==> config.mk <==
export PLATFORM = sky130hd
export DESIGN_NAME = bit_serializer
export DESIGN_NICKNAME = d
export VERILOG_FILES = /design/src/rtl/ser_pkg.sv /design/src/rtl/ser_shift_reg.sv /design/src/rtl/bit_serializer.sv
export SDC_FILE = /design/constraint.sdc
export NUM_CORES = 1
export LEC_CHECK = 0
export ABC_AREA = 0
export BUFFER_PORTS_ARGS = -buffer_cell sky130_fd_sc_hd__clkbuf_2
export CORE_MARGIN = 4
export CORE_UTILIZATION = 23
export DETAILED_ROUTE_END_ITERATION = 16
export GPL_TIMING_DRIVEN = 0
export HOLD_SLACK_MARGIN = 0.1
export RECOVER_POWER = 25
export SYNTH_ARGS = -nofsm -noshare
export SYNTH_HDL_FRONTEND = slang
export SYNTH_SLANG_ARGS = --single-unit
==> constraint.sdc <==
create_clock -name clk -period 2.7 [get_ports clk]
set_clock_uncertainty 0.05 [all_clocks]
set_input_delay 0.27 -clock clk [delete_from_list [all_inputs] [get_ports clk]]
set_output_delay 0.27 -clock clk [all_outputs]
set_load 0.05 [all_outputs]
==> src/rtl/ser_pkg.sv <==
// Shared definitions for the bit serializer.
//   S_IDLE/S_SHIFT/S_PAR/S_GAP : FSM state encodings (2 bits)
//   GAP_CNT_W                  : width of the inter-frame gap counter
package ser_pkg;

    localparam logic [1:0] S_IDLE  = 2'd0;
    localparam logic [1:0] S_SHIFT = 2'd1;
    localparam logic [1:0] S_PAR   = 2'd2;
    localparam logic [1:0] S_GAP   = 2'd3;

    localparam int GAP_CNT_W = 4;

endpackage : ser_pkg

==> src/rtl/ser_shift_reg.sv <==
// Parallel-load, MSB-first shift register for the bit serializer.
// Optional feature macro: SER_PARITY_EN (adds a registered even-parity bit of
// the loaded word).
// Ports:
//   clk      in   clock, all updates on posedge
//   rst      in   synchronous active-high reset
//   load_i   in   capture data_i (takes priority over shift_i)
//   shift_i  in   shift left by one, zero fill
//   data_i   in   WIDTH-bit word to capture
//   msb_o    out  current MSB (the bit being emitted)
//   parity_o out  even parity of the captured word (SER_PARITY_EN only)
module ser_shift_reg #(
    parameter int WIDTH = 8
) (
    input  logic             clk,
    input  logic             rst,
    input  logic             load_i,
    input  logic             shift_i,
    input  logic [WIDTH-1:0] data_i,
    output logic             msb_o
`ifdef SER_PARITY_EN
    ,
    output logic             parity_o
`endif
);

    logic [WIDTH-1:0] shreg_q;

    // Shift register: load a new word or shift it out MSB-first.
    always_ff @(posedge clk) begin
        if (rst) begin
            shreg_q <= '0;
        end else if (load_i) begin
            shreg_q <= data_i;
        end else if (shift_i) begin
            shreg_q <= {shreg_q[WIDTH-2:0], 1'b0};
        end else begin
            shreg_q <= shreg_q;
        end
    end

    assign msb_o = shreg_q[WIDTH-1];

`ifdef SER_PARITY_EN
    logic par_q;

    function automatic logic even_parity(input logic [WIDTH-1:0] w);
        return ^w;
    endfunction

    // Parity is captured with the word, since the word is destroyed by shifting.
    always_ff @(posedge clk) begin
        if (rst) begin
            par_q <= 1'b0;
        end else if (load_i) begin
            par_q <= even_parity(data_i);
        end else begin
            par_q <= par_q;
        end
    end

    assign parity_o = par_q;
`endif

endmodule : ser_shift_reg

==> src/rtl/bit_serializer.sv <==
// Bit serializer: accepts parallel words over valid/ready and emits them
// MSB-first, one bit per clock, on x/x_valid for a downstream sequence FSM.
// Optional feature macro: SER_PARITY_EN (one extra even-parity bit per frame).
// Parameters: WIDTH data bits per word (>=2), GAP idle cycles after each frame (0..15).
// Ports:
//   clk        in   clock
//   rst        in   synchronous active-high reset
//   din        in   parallel word
//   din_valid  in   din holds a word to send
//   din_ready  out  word can be accepted this cycle (IDLE and not in reset)
//   x          out  serial bit
//   x_valid    out  x carries a frame bit
//   busy       out  frame or gap in progress
//   frame_done out  pulse on the last bit of a frame
module bit_serializer
    import ser_pkg::*;
#(
    parameter int WIDTH = 8,
    parameter int GAP   = 0
) (
    input  logic             clk,
    input  logic             rst,
    input  logic [WIDTH-1:0] din,
    input  logic             din_valid,
    output logic             din_ready,
    output logic             x,
    output logic             x_valid,
    output logic             busy,
    output logic             frame_done
);

    localparam int CNT_W = (WIDTH > 1) ? $clog2(WIDTH) : 1;
    localparam logic [CNT_W-1:0]     CNT_LOAD  = CNT_W'(WIDTH - 1);
    localparam logic [GAP_CNT_W-1:0] GAP_LOAD  = GAP_CNT_W'((GAP > 0) ? (GAP - 1) : 0);
    // Where the FSM goes once every bit of the frame has been emitted.
    localparam logic [1:0]           END_STATE = (GAP > 0) ? S_GAP : S_IDLE;

    logic [1:0]           state_q, state_d;
    logic [CNT_W-1:0]     cnt_q, cnt_d;
    logic [GAP_CNT_W-1:0] gap_q, gap_d;
    logic                 accept_s;
    logic                 shift_s;
    logic                 msb_s;

    assign din_ready = (state_q == S_IDLE) && !rst;
    assign accept_s  = din_valid && din_ready;
    assign shift_s   = (state_q == S_SHIFT);
    assign busy      = (state_q != S_IDLE);

`ifdef SER_PARITY_EN
    logic par_s;

    ser_shift_reg #(.WIDTH(WIDTH)) u_shreg (
        .clk      (clk),
        .rst      (rst),
        .load_i   (accept_s),
        .shift_i  (shift_s),
        .data_i   (din),
        .msb_o    (msb_s),
        .parity_o (par_s)
    );
`else
    ser_shift_reg #(.WIDTH(WIDTH)) u_shreg (
        .clk      (clk),
        .rst      (rst),
        .load_i   (accept_s),
        .shift_i  (shift_s),
        .data_i   (din),
        .msb_o    (msb_s)
    );
`endif

    // Next-state logic for the FSM, bit counter and gap counter.
    always_comb begin
        state_d = state_q;
        cnt_d   = cnt_q;
        gap_d   = gap_q;
        case (state_q)
            S_IDLE: begin
                if (accept_s) begin
                    state_d = S_SHIFT;
                    cnt_d   = CNT_LOAD;
                end else begin
                    state_d = S_IDLE;
                end
            end
            S_SHIFT: begin
                if (cnt_q == '0) begin
`ifdef SER_PARITY_EN
                    state_d = S_PAR;
`else
                    state_d = END_STATE;
                    gap_d   = GAP_LOAD;
`endif
                end else begin
                    cnt_d = cnt_q - CNT_W'(1);
                end
            end
            S_PAR: begin
`ifdef SER_PARITY_EN
                state_d = END_STATE;
                gap_d   = GAP_LOAD;
`else
                state_d = S_IDLE;
`endif
            end
            S_GAP: begin
                if (gap_q == '0) begin
                    state_d = S_IDLE;
                end else begin
                    gap_d = gap_q - GAP_CNT_W'(1);
                end
            end
            default: begin
                state_d = S_IDLE;
            end
        endcase
    end

    // State and counter registers.
    always_ff @(posedge clk) begin
        if (rst) begin
            state_q <= S_IDLE;
            cnt_q   <= '0;
            gap_q   <= '0;
        end else begin
            state_q <= state_d;
            cnt_q   <= cnt_d;
            gap_q   <= gap_d;
        end
    end

    // Output decode from registered state only (no path from din/din_valid).
    always_comb begin
        x          = 1'b0;
        x_valid    = 1'b0;
        frame_done = 1'b0;
        case (state_q)
            S_SHIFT: begin
                x       = msb_s;
                x_valid = 1'b1;
`ifdef SER_PARITY_EN
                frame_done = 1'b0;
`else
                frame_done = (cnt_q == '0);
`endif
            end
            S_PAR: begin
`ifdef SER_PARITY_EN
                x          = par_s;
                x_valid    = 1'b1;
                frame_done = 1'b1;
`else
                x          = 1'b0;
                x_valid    = 1'b0;
                frame_done = 1'b0;
`endif
            end
            default: begin
                x          = 1'b0;
                x_valid    = 1'b0;
                frame_done = 1'b0;
            end
        endcase
    end

endmodule : bit_serializer

; Word-level counts from Yosys, hierarchy flattened
; Index checks and enable logic that the tools add are counted.
[op_classes]
mux = 15
n_addsub = 2
n_eq_ne = 8
reduce_logical = 13
[ops]
columns = op, count
row1 = 8-bit 2-to-1 mux, 2
row2 = 4-bit 2-to-1 mux, 2
row3 = "2-bit inequality test, second input constant", 4
row4 = 2-bit one-hot mux with 4 select lines, 1
row5 = 4-bit one-hot mux with 2 select lines, 1
row6 = 2-bit nonzero test, 4
row7 = 3-bit 2-to-1 mux, 2
row8 = 3-bit one-hot mux with 2 select lines, 1
row9 = 3-bit AND reduction, 2
row10 = "2-bit == test, second input constant", 2
row11 = 4-bit logical NOT, 1
row12 = 1-bit 2-to-1 mux, 4
row13 = 2-bit 2-to-1 mux, 2
row14 = "4-bit by 1-bit subtractor with 4-bit output, second input constant", 1
row15 = 3-bit logical NOT, 1
row16 = "3-bit by 1-bit subtractor with 3-bit output, second input constant", 1
row17 = "2-bit by 1-bit == test with 1-bit output, second input constant", 1
row18 = 1-bit logical AND, 2
row19 = 2-bit logical NOT, 1
row20 = "2-bit by 1-bit inequality test with 1-bit output, second input constant", 1
row21 = 2-bit AND reduction, 1
row22 = 1-bit logical NOT, 1
[word_totals]
out_inout_bits = 5
ff_bits = 17
in_bits = 11

; Logic depth before layout (Yosys ltp)
[logic_depth]
ltp_word = 5
ltp_mapped = 5
ltp_nobuf = 5

; Cells and area by module
; A second synthesis with hierarchy kept.
[hier_totals]
hier_cells = 65
hier_area_um2 = 620.6
[by_module_without_submodules]
columns = mod, seq_area_each_um2, area_per_inst_um2, cells_per_inst, n_inst
row1 = ser_shift_reg, 160.2, 369.1, 35, 1
row2 = bit_serializer, 80.1, 251.5, 30, 1

; Worst setup path after synthesis
; OpenSTA, ideal clock, no wires.
[synth_timing]
kind = register to output
start = register state_q[0]
end = output port frame_done
arrival_ns = 1.596
path_stages_with_launch = 4
t_required_ns = 2.380
path_slack_ns = 0.784
path_cell_list = dfxtp_1 -> buf_6 -> inv_2 -> nor2_1
[synth_via]
elab_chain_len = 2
[synth_lines]
columns = item, line
row1 = from (decl), bit_serializer.sv:38  ; logic [1:0] state_q, state_d;
row2 = from (signal assigned), bit_serializer.sv:127  ; state_q <= state_d;
row3 = 2-bit by 1-bit == test with 1-bit output, bit_serializer.sv:138  ; case (state_q)
row4 = 1-bit 2-to-1 mux, bit_serializer.sv:138
row5 = to (decl), bit_serializer.sv:29  ; output logic frame_done
; No other way between the ends.

; Final worst setup path
; Same ends and word-level chain as after synthesis.

==> reports/results.txt <==
CTS tree - built
Crit path largest cell delay - 0.35 ns
post-synthesis cell type count - 19
Final nets - 95
final wirelength - 1240 µm
commonest cells after routing, fill and taps aside - clkbuf_2 (14), dfxtp_1 (12), nor2_1 (11)
clock buffer depth - 2
die area - 3390 µm²
Slew Limit Fails - 0
Initial DRC Count - 18
drt wl/cell - 11.4 µm
hpwl dp - 936 µm
CTS Root Cell - clkbuf_4
clock transition at the registers of the reported paths - 0.08 ns
Max IR drop VDD - 0.306 mV
CP Cell Sequence - clkbuf_1, inv_1, nor2_1, clkbuf_2
arrival time worst endpoint - 1.66 ns
Final min period - 1.98 ns
Clock Latency Late Sink - 0.28 ns
post-placement cell area - 691 µm²
gr ovfl total - 0
Layout area overhead - 23.7%
relative slew slack - 68.8%
fmax - 506 MHz
Inserted Clock Buffers - 3
Via Count - 491
maxcap violations - 0
H-tree Lvls - 1
post-CTS setup buffer count - 0
Avg Cell Area, Syn - 9.36 µm²
top-level I/O count - 16
Synth Register Bits - 12
critical path startpoint category - register
Mapped Cells - 62
Crit Path Category - reg2out
RSZ-0062 raised after global routing - no
HP Class - in2reg
Final ANT Viol Nets - 0
post_cts resized - 0
Hold Fails Final Rpt - 0
most common cell after layout, fill and taps aside - clkbuf_2
vias in the first global route - 499
routability cong. - 0.728
share of cells above drive strength 1 - 25.9%
die width - 58.2 µm
largest net degree at the start of global routing - 11
sequential-to-total area share from yosys stat - 41.4%
cts hold-fix bufs - 0
Site Rows - 17
setup TNS - 0 ns
Via density - 4.50
Yosys warning count - 0
initial antenna violation count - 0
DRC - 0
post-route design area - 718 µm²
Initial DRT Pass Iterations - 4
die height - 58.2 µm
CP Max Fanout - 10
Final Cycle Share - 73.2%
Final setup viols - 0
worst endpoint required time - 2.38 ns
IO buf count - 15
Core ar. - 2300 µm²
Sink Count - 12
n_diodes - 0
leak pwr - 0.000332 µW
CP max stage cell - dfxtp_1
status - complete, no violations
syn_nets - 75
pwr/cell area - 654 nW/µm²
GRT Total Usage - 8.71%
Critical Path End Type - output port
synthesized area - 581 µm²
fin util - 31.3%
worst slew pin tran - 0.469 ns
Starting Density - 25.3%
first-pass GRT wire length - 2210 µm
## power by group
group | leakage [µW] | internal (µW) | switching, µW | total [µW]
combinational | 0.000211 | 43.6 | 69.1 | 113
clock | 0.0000210 | 82.1 | 66.4 | 148
sequential | 0.0000998 | 197 | 11.6 | 208
## synth_stat cells
cell      number  area share [%]
inv_2          1            0.65
and2_1         1             1.1
buf_4          2             2.6
o311a_1        1             1.7
a211oi_1       8              10
nor3_1         4             3.4
clkbuf_1       1            0.65
buf_6          2             3.9
nand2b_1       1             1.1
nor2_1        11             7.1
nand3_1        1            0.86
xnor2_1        1             1.5
mux2i_1        8              14
nand2_1        1            0.65
inv_1          3             1.9
ha_1           2             4.3
o41ai_1        1             1.5
dfxtp_1       12              41
a32oi_1        1             1.5
## flip-flops by register name (all words and copies together), names as in the netlist
signal,flops
cnt_q,3
state_q,1
u_shreg.shreg_q,8
## through the flow
stage	worst slack (ns)	power [µW]	std cells	hold slack [ns]
global route	0.536	500	109	0.258
finish	0.725	469	109	0.215
global placement	1.25	326	105	0.401
floorplan	0.784	299	62	0.321
CTS	0.925	478	109	0.188
detailed placement	1.24	329	105	0.432
## area by class of cell
type / count / area (µm²)
fill: 263 / 1580
multi-input combinational: 41 / 284
sequential: 12 / 240
timing repair buffer: 15 / 73.8
clock buffer: 4 / 36.3
tap: 28 / 35.0
buffer: 5 / 33.8
inverter: 4 / 15.0
## path summary, 6_finish.rpt
kind,depth (start not counted),to,slack (ns),from
worst max-delay path,4,frame_done,0.72,state_q[0]
worst min-delay path,3,u_shreg.shreg_q[0],0.22,din[0]
worst min register to register,1,cnt_q[2],0.44,cnt_q[2]
worst max register to register,4,u_shreg.shreg_q[1],1.22,state_q[0]
## layer usage
metal	vias up	part of all wire (%)	GRT usage, %
met5	-	0	0
met4	0	0.89	3.97
met3	2	6.9	4.68
met2	16	44	12.9
met1	216	48	10.3
li1	257	-	-
## cells by family (layout without fill, tap and decap cells)
family | count (synthesis) | in the layout | share of synthesized area, %
AOI/OAI and AO/OA | 11 | 11 | 15.1
xor gates and xnor gates | 1 | 1 | 1.51
adders and majority gates | 2 | 2 | 4.31
buffers and inverters | 9 | 28 | 9.70
DFF | 12 | 12 | 41.4
muxes | 8 | 8 | 13.8
and+or+nand+nor | 19 | 19 | 14.2
## worst max-delay path, delay by kind of cell (launching register included)
kind,cells,cell delay (ns)
buffers and inverters,3,0.85
AND/OR/NAND/NOR,1,0.18
flip-flops,1,0.35
No activity file was read; power rests on OpenSTA's default activity.
